===== src/rtl/uart_tx_arbiter.sv =====
// uart_tx_arbiter: shares one UARTsend transmitter among NUM_REQ byte requesters.
// Round-robin arbitration per packet; a requester that starts a multi-byte packet
// keeps the transmitter until its last byte. Issue pacing follows BufFull.
module uart_tx_arbiter #(
    parameter int NUM_REQ   = 4,
    parameter int IDW       = 2,
    parameter int GUARD_CYC = 2
) (
    input  logic                 clk16x,
    input  logic                 rst_n,
    input  logic [NUM_REQ-1:0]   req_valid,
    input  logic [8*NUM_REQ-1:0] req_data,
    input  logic [NUM_REQ-1:0]   req_last,
    output logic [NUM_REQ-1:0]   req_ready,
    output logic                 TransEn,
    output logic [7:0]           DataToTrans,
    input  logic                 BufFull,
    output logic [IDW-1:0]       grant_id,
    output logic                 busy
);

    localparam int GW = (GUARD_CYC < 1) ? 1 : $clog2(GUARD_CYC + 1);

    typedef enum logic [1:0] {
        S_IDLE,
        S_ISSUE,
        S_GUARD,
        S_WAIT_DONE
    } state_t;

    state_t         state_q, state_d;
    logic [GW-1:0]  guard_q, guard_d;
    logic [7:0]     data_q, data_d;
    logic [IDW-1:0] grant_q, grant_d;
    logic [IDW-1:0] rr_q, rr_d;
    logic [IDW-1:0] owner_q, owner_d;
    logic           locked_q, locked_d;

    logic [IDW-1:0] cand;
    logic [IDW-1:0] rr_sel;
    logic           rr_hit;
    logic [IDW-1:0] sel;
    logic [IDW-1:0] sel_next;
    logic           sel_valid;
    logic           hs;

    // Round-robin scan: first valid requester starting at rr_q, wrapping.
    always_comb begin
        cand   = '0;
        rr_sel = '0;
        rr_hit = 1'b0;
        for (int unsigned i = 0; i < NUM_REQ; i++) begin
            cand = IDW'((32'(rr_q) + i) % NUM_REQ);
            if (!rr_hit && req_valid[cand]) begin
                rr_sel = cand;
                rr_hit = 1'b1;
            end
        end
    end

    // Grant selection and handshake; a held lock pins selection to its owner.
    always_comb begin
        sel       = locked_q ? owner_q : rr_sel;
        sel_valid = locked_q ? req_valid[owner_q] : rr_hit;
        hs        = (state_q == S_IDLE) && !BufFull && sel_valid;
        sel_next  = (32'(sel) + 32'd1 == 32'(NUM_REQ)) ? '0 : sel + 1'b1;
        req_ready = '0;
        if (hs) begin
            req_ready[sel] = 1'b1;
        end
    end

    // Next-state logic: accept byte, pulse TransEn, guard, wait for BufFull to clear.
    always_comb begin
        state_d  = state_q;
        guard_d  = guard_q;
        data_d   = data_q;
        grant_d  = grant_q;
        rr_d     = rr_q;
        owner_d  = owner_q;
        locked_d = locked_q;
        case (state_q)
            S_IDLE: begin
                if (hs) begin
                    data_d  = req_data[{sel, 3'b000} +: 8];
                    grant_d = sel;
                    state_d = S_ISSUE;
                    if (req_last[sel]) begin
                        locked_d = 1'b0;
                        rr_d     = sel_next;
                    end else begin
                        locked_d = 1'b1;
                        owner_d  = sel;
                    end
                end
            end
            S_ISSUE: begin
                guard_d = GW'(GUARD_CYC);
                state_d = (GUARD_CYC == 0) ? S_WAIT_DONE : S_GUARD;
            end
            S_GUARD: begin
                // Counter holds the guard cycles left including this one.
                guard_d = guard_q - 1'b1;
                if (guard_d == '0) begin
                    state_d = S_WAIT_DONE;
                end
            end
            S_WAIT_DONE: begin
                if (!BufFull) begin
                    state_d = S_IDLE;
                end
            end
            default: state_d = S_IDLE;
        endcase
    end

    // State registers with synchronous active-low reset.
    always_ff @(posedge clk16x) begin
        if (!rst_n) begin
            state_q  <= S_IDLE;
            guard_q  <= '0;
            data_q   <= '0;
            grant_q  <= '0;
            rr_q     <= '0;
            owner_q  <= '0;
            locked_q <= 1'b0;
        end else begin
            state_q  <= state_d;
            guard_q  <= guard_d;
            data_q   <= data_d;
            grant_q  <= grant_d;
            rr_q     <= rr_d;
            owner_q  <= owner_d;
            locked_q <= locked_d;
        end
    end

    assign TransEn     = (state_q == S_ISSUE);
    assign DataToTrans = data_q;
    assign grant_id    = grant_q;
    assign busy        = (state_q != S_IDLE) | locked_q;

endmodule

===== config.mk =====
export PLATFORM = sky130hd
export DESIGN_NAME = uart_tx_arbiter
export DESIGN_NICKNAME = d
export VERILOG_FILES = /design/src/rtl/uart_tx_arbiter.sv
export SDC_FILE = /design/constraint.sdc
export NUM_CORES = 1
export LEC_CHECK = 0
export ABC_AREA = 1
export CAP_MARGIN = 40
export CORE_MARGIN = 2
export CORE_UTILIZATION = 45
export CTS_CLUSTER_SIZE = 40
export DETAILED_ROUTE_END_ITERATION = 16
export PLACE_DENSITY_LB_ADDON = 0.08
export SYNTH_ARGS = -nofsm -noshare
export SYNTH_HDL_FRONTEND = slang
export SYNTH_SLANG_ARGS = --single-unit

===== constraint.sdc =====
create_clock -name clk16x -period 5.2 [get_ports clk16x]
set_input_delay 0.78 -clock clk16x [delete_from_list [all_inputs] [get_ports clk16x]]
set_output_delay 0.78 -clock clk16x [all_outputs]
set_load 0.02 [all_outputs]

# Word-level counts from Yosys, hierarchy flattened
# Cells that the tools add are included.
[word_totals]
ff_bits = 19
input_bits = 43
out_inout_bits = 16
elab_cells = 80
[classes]
add_sub_neg = 6
magnitude_cmp = 7
n_eq_ne = 7
n_shift = 1
n_mux = 32
bitwise_logic = 2
reduce_logical = 18
[op_table]
columns = ["operator", "count"]
rows = [
  ["32-bit by 6-bit variable part select with 8-bit output", 1],
  ["2-bit by 3-bit less-than comparator with 1-bit output (second input constant)", 6],
  ["2-bit two-way mux", 9],
  ["1-bit two-way mux", 13],
  ["1-bit binary-select mux with 2-bit select", 6],
  ["3-bit AND reduction", 3],
  ["2-bit case mux with 4 select lines", 1],
  ["1-bit logical AND", 6],
  ["2-bit inequality test (second input constant)", 3],
  ["2-bit by 1-bit adder with 2-bit output (second input constant)", 2],
  ["2-bit adder (second input constant)", 2],
  ["2-bit equality test (second input constant)", 2],
  ["1-bit logical NOT", 4],
  ["2-bit logical NOT", 2],
  ["4-bit two-way mux", 1],
  ["2-bit case mux with 2 select lines", 1],
  ["2-bit nonzero test", 2],
  ["2-bit by 1-bit adder with 3-bit output (second input constant)", 1],
  ["3-bit equality test (second input constant)", 1],
  ["1-bit demux with 2-bit select", 1],
  ["2-bit by 1-bit equality test with 1-bit output (second input constant)", 1],
  ["2-bit by 1-bit greater-or-equal comparator with 1-bit output (second input constant)", 1],
  ["2-bit AND reduction", 1],
  ["2-bit by 1-bit subtractor with 2-bit output (second input constant)", 1],
  ["other kinds (2)", 2],
]

# Longest topological paths before layout
[depth]
ltp_word = 18
mapped_depth = 18

# Worst setup path before layout
# Ideal clock, no wire load.
[synth_timing]
path_kind = "in2out"
startpoint = "input port req_valid[2]"
endpoint = "output port req_ready[2]"
t_arrival_ns = 2.210
slack_ns = 2.210
path_stages = 14
path_buffers = 2
path_cell_list = "inv_1 nand2_1 nand3_2 nand2_2 inv_2 nand3_2 nor2_2 nor2_4 nand2_4 buf_12 buf_6 ha_1 inv_1 nor2_1"
[synth_via]
elab_chain_len = 18
elab_cells_between_ends = 33
cone_classes = "2 x order compare; 23 x mux; 8 x reduce/logical"
[synth_rtl]
columns = ["element", "line", "text"]
rows = [
  ["from (decl)", "11", "input logic [NUM_REQ-1:0] req_valid,"],
  ["1-bit binary-select mux with 2-bit select", "54", "if (!rr_hit && req_valid[cand]) begin"],
  ["1-bit two-way mux (not written as such)", "54", ""],
  ["1-bit two-way mux", "54", ""],
  ["1-bit logical NOT", "54", ""],
  ["1-bit logical AND", "54", ""],
  ["1-bit two-way mux", "54", ""],
  ["1-bit logical NOT", "54", ""],
  ["1-bit logical AND", "54", ""],
  ["[... 2 more ...]", "n/a", ""],
  ["1-bit logical AND", "54", ""],
  ["2-bit two-way mux", "54", ""],
  ["2-bit two-way mux", "63", "sel = locked_q ? owner_q : rr_sel;"],
  ["2-bit by 3-bit less-than comparator with 1-bit output (not written as such) or 2-bit by 1-bit greater-or-equal comparator with 1-bit output (tied branches)", "69", "req_ready[sel] = 1'b1;"],
  ["1-bit logical AND (not written as such)", "69", ""],
  ["1-bit two-way mux (not written as such)", "69", ""],
  ["1-bit demux with 2-bit select", "69", ""],
  ["4-bit two-way mux (*)", "68", "if (hs) begin"],
  ["to (decl)", "14", "output logic [NUM_REQ-1:0] req_ready,"],
]
# Every way passes the cells marked *; elsewhere a longest branch is shown, timed or not. The select of a mux whose other input is x is not followed.

# Worst setup path after layout
[layout_timing]
startpoint = "input port req_valid[0]"
endpoint = "output port req_ready[3]"
[layout_via]
elab_chain_len = 18
elab_cells_between_ends = 33
cone_classes = "2 x order compare; 23 x mux; 8 x reduce/logical"
[layout_rtl]
columns = ["element", "line", "text"]
rows = [
  ["1-bit binary-select mux with 2-bit select", "54", ""],
  ["1-bit two-way mux (not written as such)", "54", ""],
  ["1-bit two-way mux", "54", ""],
  ["1-bit logical NOT", "54", ""],
  ["1-bit logical AND", "54", ""],
  ["1-bit two-way mux", "54", ""],
  ["1-bit logical NOT", "54", ""],
  ["1-bit logical AND", "54", ""],
  ["[... 3 more ...]", "n/a", ""],
  ["2-bit two-way mux (*)", "54", ""],
  ["2-bit two-way mux (*)", "63", ""],
  ["via sel[0]", "42", "logic [IDW-1:0] sel;"],
  ["2-bit by 3-bit less-than comparator with 1-bit output (not written as such) or 2-bit by 1-bit greater-or-equal comparator with 1-bit output (tied branches)", "69", ""],
  ["1-bit logical AND (not written as such)", "69", ""],
  ["1-bit two-way mux (not written as such)", "69", ""],
  ["1-bit demux with 2-bit select (*)", "69", ""],
  ["4-bit two-way mux (*)", "68", ""],
]
# The timed path passes the listed nets; every way through them passes the cells marked *. The select of a mux whose other input is x is not followed.

==> results.sh <==
export IMPL_fmax_mhz=238.0
export IMPL_place_hpwl_mm=3.209
export IMPL_diodes=0
export IMPL_synth_compound_area_frac=0.1396
export IMPL_cts_setup_buffers=0
export IMPL_htreeDepth=1
export IMPL_crit_path_cell_trace="clkdlybuf4s50_1, inv_1, nand2_1, nand3_2, nand2_2, inv_2, nand3_2, nor2_2, nor2_4, nand2_4, inv_2, ha_1, inv_1, nor2_1, clkdlybuf4s50_1"
export IMPL_cts_hold_buffers_added=0
export IMPL_maxSlewViolCount=0
export IMPL_drt_iter0_drc=63
export IMPL_drcViolationCount=0
export IMPL_avgSynthCellArea_sq_um=6.635
export IMPL_cts_clk_slew_worst_paths_ns=0.07
export IMPL_critPathCaptureType="primary output"
export IMPL_ys_warn_count=0
export IMPL_whs_path_depth=1
export IMPL_first_global_vias=1541
export IMPL_tightest_slew_ns=0.5829
export IMPL_finish_utilization=0.6137
export IMPL_yosys_area_share_simple=0.4370
export IMPL_worst_path_max_delay_cell="clkdlybuf4s50_1"
export IMPL_cts_sinks=19
export IMPL_relSlewSlack=0.6100
export IMPL_synth_xor_area_share=0
export IMPL_die_w_microns=67.91
export IMPL_worst_r2r_cell_count=13
export IMPL_track_usage=0.1961
export IMPL_grt_max_degree=31
export IMPL_hp_start="guard_q[0]$_SDFFE_PN0P_"
export IMPL_initial_core_util=0.4628
export IMPL_cts_tree="done"
export IMPL_hold_class="reg2reg"
export IMPL_firstDrtPassIters=5
export IMPL_cp_max_fo=30
export IMPL_p_per_area_nw_per_um2=562.2
export IMPL_clockRootBuffer="clkbuf_8"
export IMPL_period_needed_ns=4.202
export IMPL_vias=1794
export IMPL_synth_cells=277
export IMPL_clk_latency_ns=0.26
export IMPL_antenna_found_initial=0
export IMPL_synth_top_family_by_area="simple AND/OR/NAND/NOR gates"
export IMPL_p_leak_nw=1.190
export IMPL_design_area_sq_um=2437
export IMPL_max_stage_delay_ns=0.61
export IMPL_reg2reg_from="rr_q[0]$_SDFFE_PN0P_"
export IMPL_detail_route_antenna_nets=0
export IMPL_ys_seq_elements=19
export IMPL_dp_slack_ns=0.9815
export IMPL_place_congestion=0.8563
export IMPL_ir_worst_vdd_mv=0.2481
export IMPL_cts_made_buffers=3
export IMPL_drt_total_wl_mm=4.132
export IMPL_setup_tns_ns=0
export IMPL_rsz0062_at_grt="false"
export IMPL_clockBufferDepth=2
export IMPL_syn_nets=330
export IMPL_synth_area_sq_um=1838
export IMPL_grt_pass1_wl_mm=6.975
export IMPL_wire_per_inst_microns=10.85
export IMPL_cp_start_kind="input pin"
export IMPL_die_y_microns=67.91
export IMPL_cap_violations=0
export IMPL_hold_ws_ns=0.4851
export IMPL_drive_gt1_frac=0.1782
export IMPL_fin_nets=385
export IMPL_arrival_ns=3.42
export IMPL_io_pins=59
export IMPL_fp_coreArea_sq_um=3971
export IMPL_status="finished clean"
export IMPL_postCtsResizedCells=0
export IMPL_ys_seq_area_frac=0.2069
export IMPL_syn_to_final_growth_pct=32.61
export IMPL_clock_skew_ns=0.001589
export IMPL_io_buffers=58
export IMPL_finalHoldViolCount=0
export IMPL_worstReg2RegEnd="rr_q[0]$_SDFFE_PN0P_"
export IMPL_finalCritPeriodShare=0.8081
export IMPL_ys_types=31
export IMPL_cp_num_buf_inv=6
export IMPL_grt_overflow_total=0
export IMPL_synthAdderAreaFrac=0.06807
export IMPL_viasPerCell=4.709
export IMPL_critPathRequiredTime_ns=4.42
export IMPL_critical_path_top_delay_family="buffers and inverters"
export IMPL_setup_viol=0
export IMPL_placed_area_sq_um=2391
export IMPL_placementRows=23
export IMPL_hold_path_end="guard_q[0]$_SDFFE_PN0P_"
export IMPL_synth_area_mux_share=0
export IMPL_crit_type="in2out"
export IMPL_worst_r2r_setup_slack_ns=2.56
export IMPL_final_common_cell="nand2_1"
export IMPL_setup_ws_ns=0.9979
export IMPL_die_area_sq_um=4612
export IMPL_mostFrequentLayoutCells="nand2_1 (59), clkdlybuf4s50_1 (58), inv_1 (41), nor2_1 (41), dfxtp_1 (19)"
[area by class of cell]
cell class / count / area (sq um)
fill: 412 / 1534
clock buffer: 3 / 41.29
inverter: 46 / 175.2
multi-input combinational: 203 / 1185
tap: 50 / 62.56
timing repair buffer: 59 / 588.1
clock inverter: 1 / 5.005
sequential: 19 / 380.4
[report_power, final]
part / internal (W) / switching [W] / total [W]
registers: 0.000201 / 0.0000428 / 0.000244
logic: 0.000382 / 0.000638 / 0.00102
clock network: 0.0000534 / 0.0000526 / 0.000106
total: 0.000637 / 0.000733 / 0.00137
[state kept, by name (all words and copies together) (netlist names)]
register / count
DataToTrans: 8
state_q: 2
grant_id: 2
guard_q: 2
locked_q: 1
rr_q: 2
owner_q: 2
[synth_stat cells, drive strengths merged]
master | count | area, sq um
a22oi | 1 | 7.510
nand2 | 84 | 417.9
inv | 46 | 175.2
o211ai | 8 | 100.1
nor3 | 3 | 20.02
nand3b | 1 | 7.510
or2 | 1 | 6.260
nand3 | 24 | 162.7
nor2 | 45 | 188.9
o21ai | 14 | 70.06
a31oi | 1 | 6.260
a21oi | 10 | 65.06
buf | 8 | 93.83
dfxtp | 19 | 380.4
a211oi | 1 | 7.510
ha | 10 | 125.1
clkbuf | 1 | 3.750
[layer usage]
| layer | track usage | vias to the layer above | routed length, microns |
|---|---|---|---|
| met1 | 0.2581 | 787 | 2002 |
| met3 | 0.02796 | 5 | 174 |
| li1 | - | 967 | - |
| met5 | 0 | - | 0 |
| met4 | 0.06000 | 0 | 46 |
| met2 | 0.3321 | 35 | 1908 |
[worst max path at each step]
| stage | slack (ns) | start | endpoint | depth (start not counted) |
|---|---|---|---|---|
| after CTS | 0.97 | req_valid[0] | req_ready[3] | 15 |
| final | 1.0 | req_valid[0] | req_ready[3] | 15 |
| after global routing | 0.78 | req_valid[0] | req_ready[1] | 15 |
| after global placement | 1.01 | req_valid[0] | req_ready[3] | 15 |
| after floorplan | 2.21 | req_valid[2] | req_ready[2] | 14 |
| after detailed placement | 0.98 | req_valid[0] | req_ready[3] | 15 |
[through the flow]
step,cells,power (W)
3_3_place_gp,377,0.001263
3_5_place_dp,377,0.001274
6_report,381,0.001370
2_1_floorplan,277,0.001116
5_1_grt,381,0.001512
4_1_cts,381,0.001386
[cells by family (layout without fill, tap and decap cells)]
logic type | count (synthesis) | count (layout)
buffers and inverters | 55 | 109
adders and majority gates | 10 | 10
DFF | 19 | 19
and+or+nand+nor | 158 | 158
AOI/OAI and AO/OA | 35 | 35
Note: power is estimated with default switching activity, not from simulation.
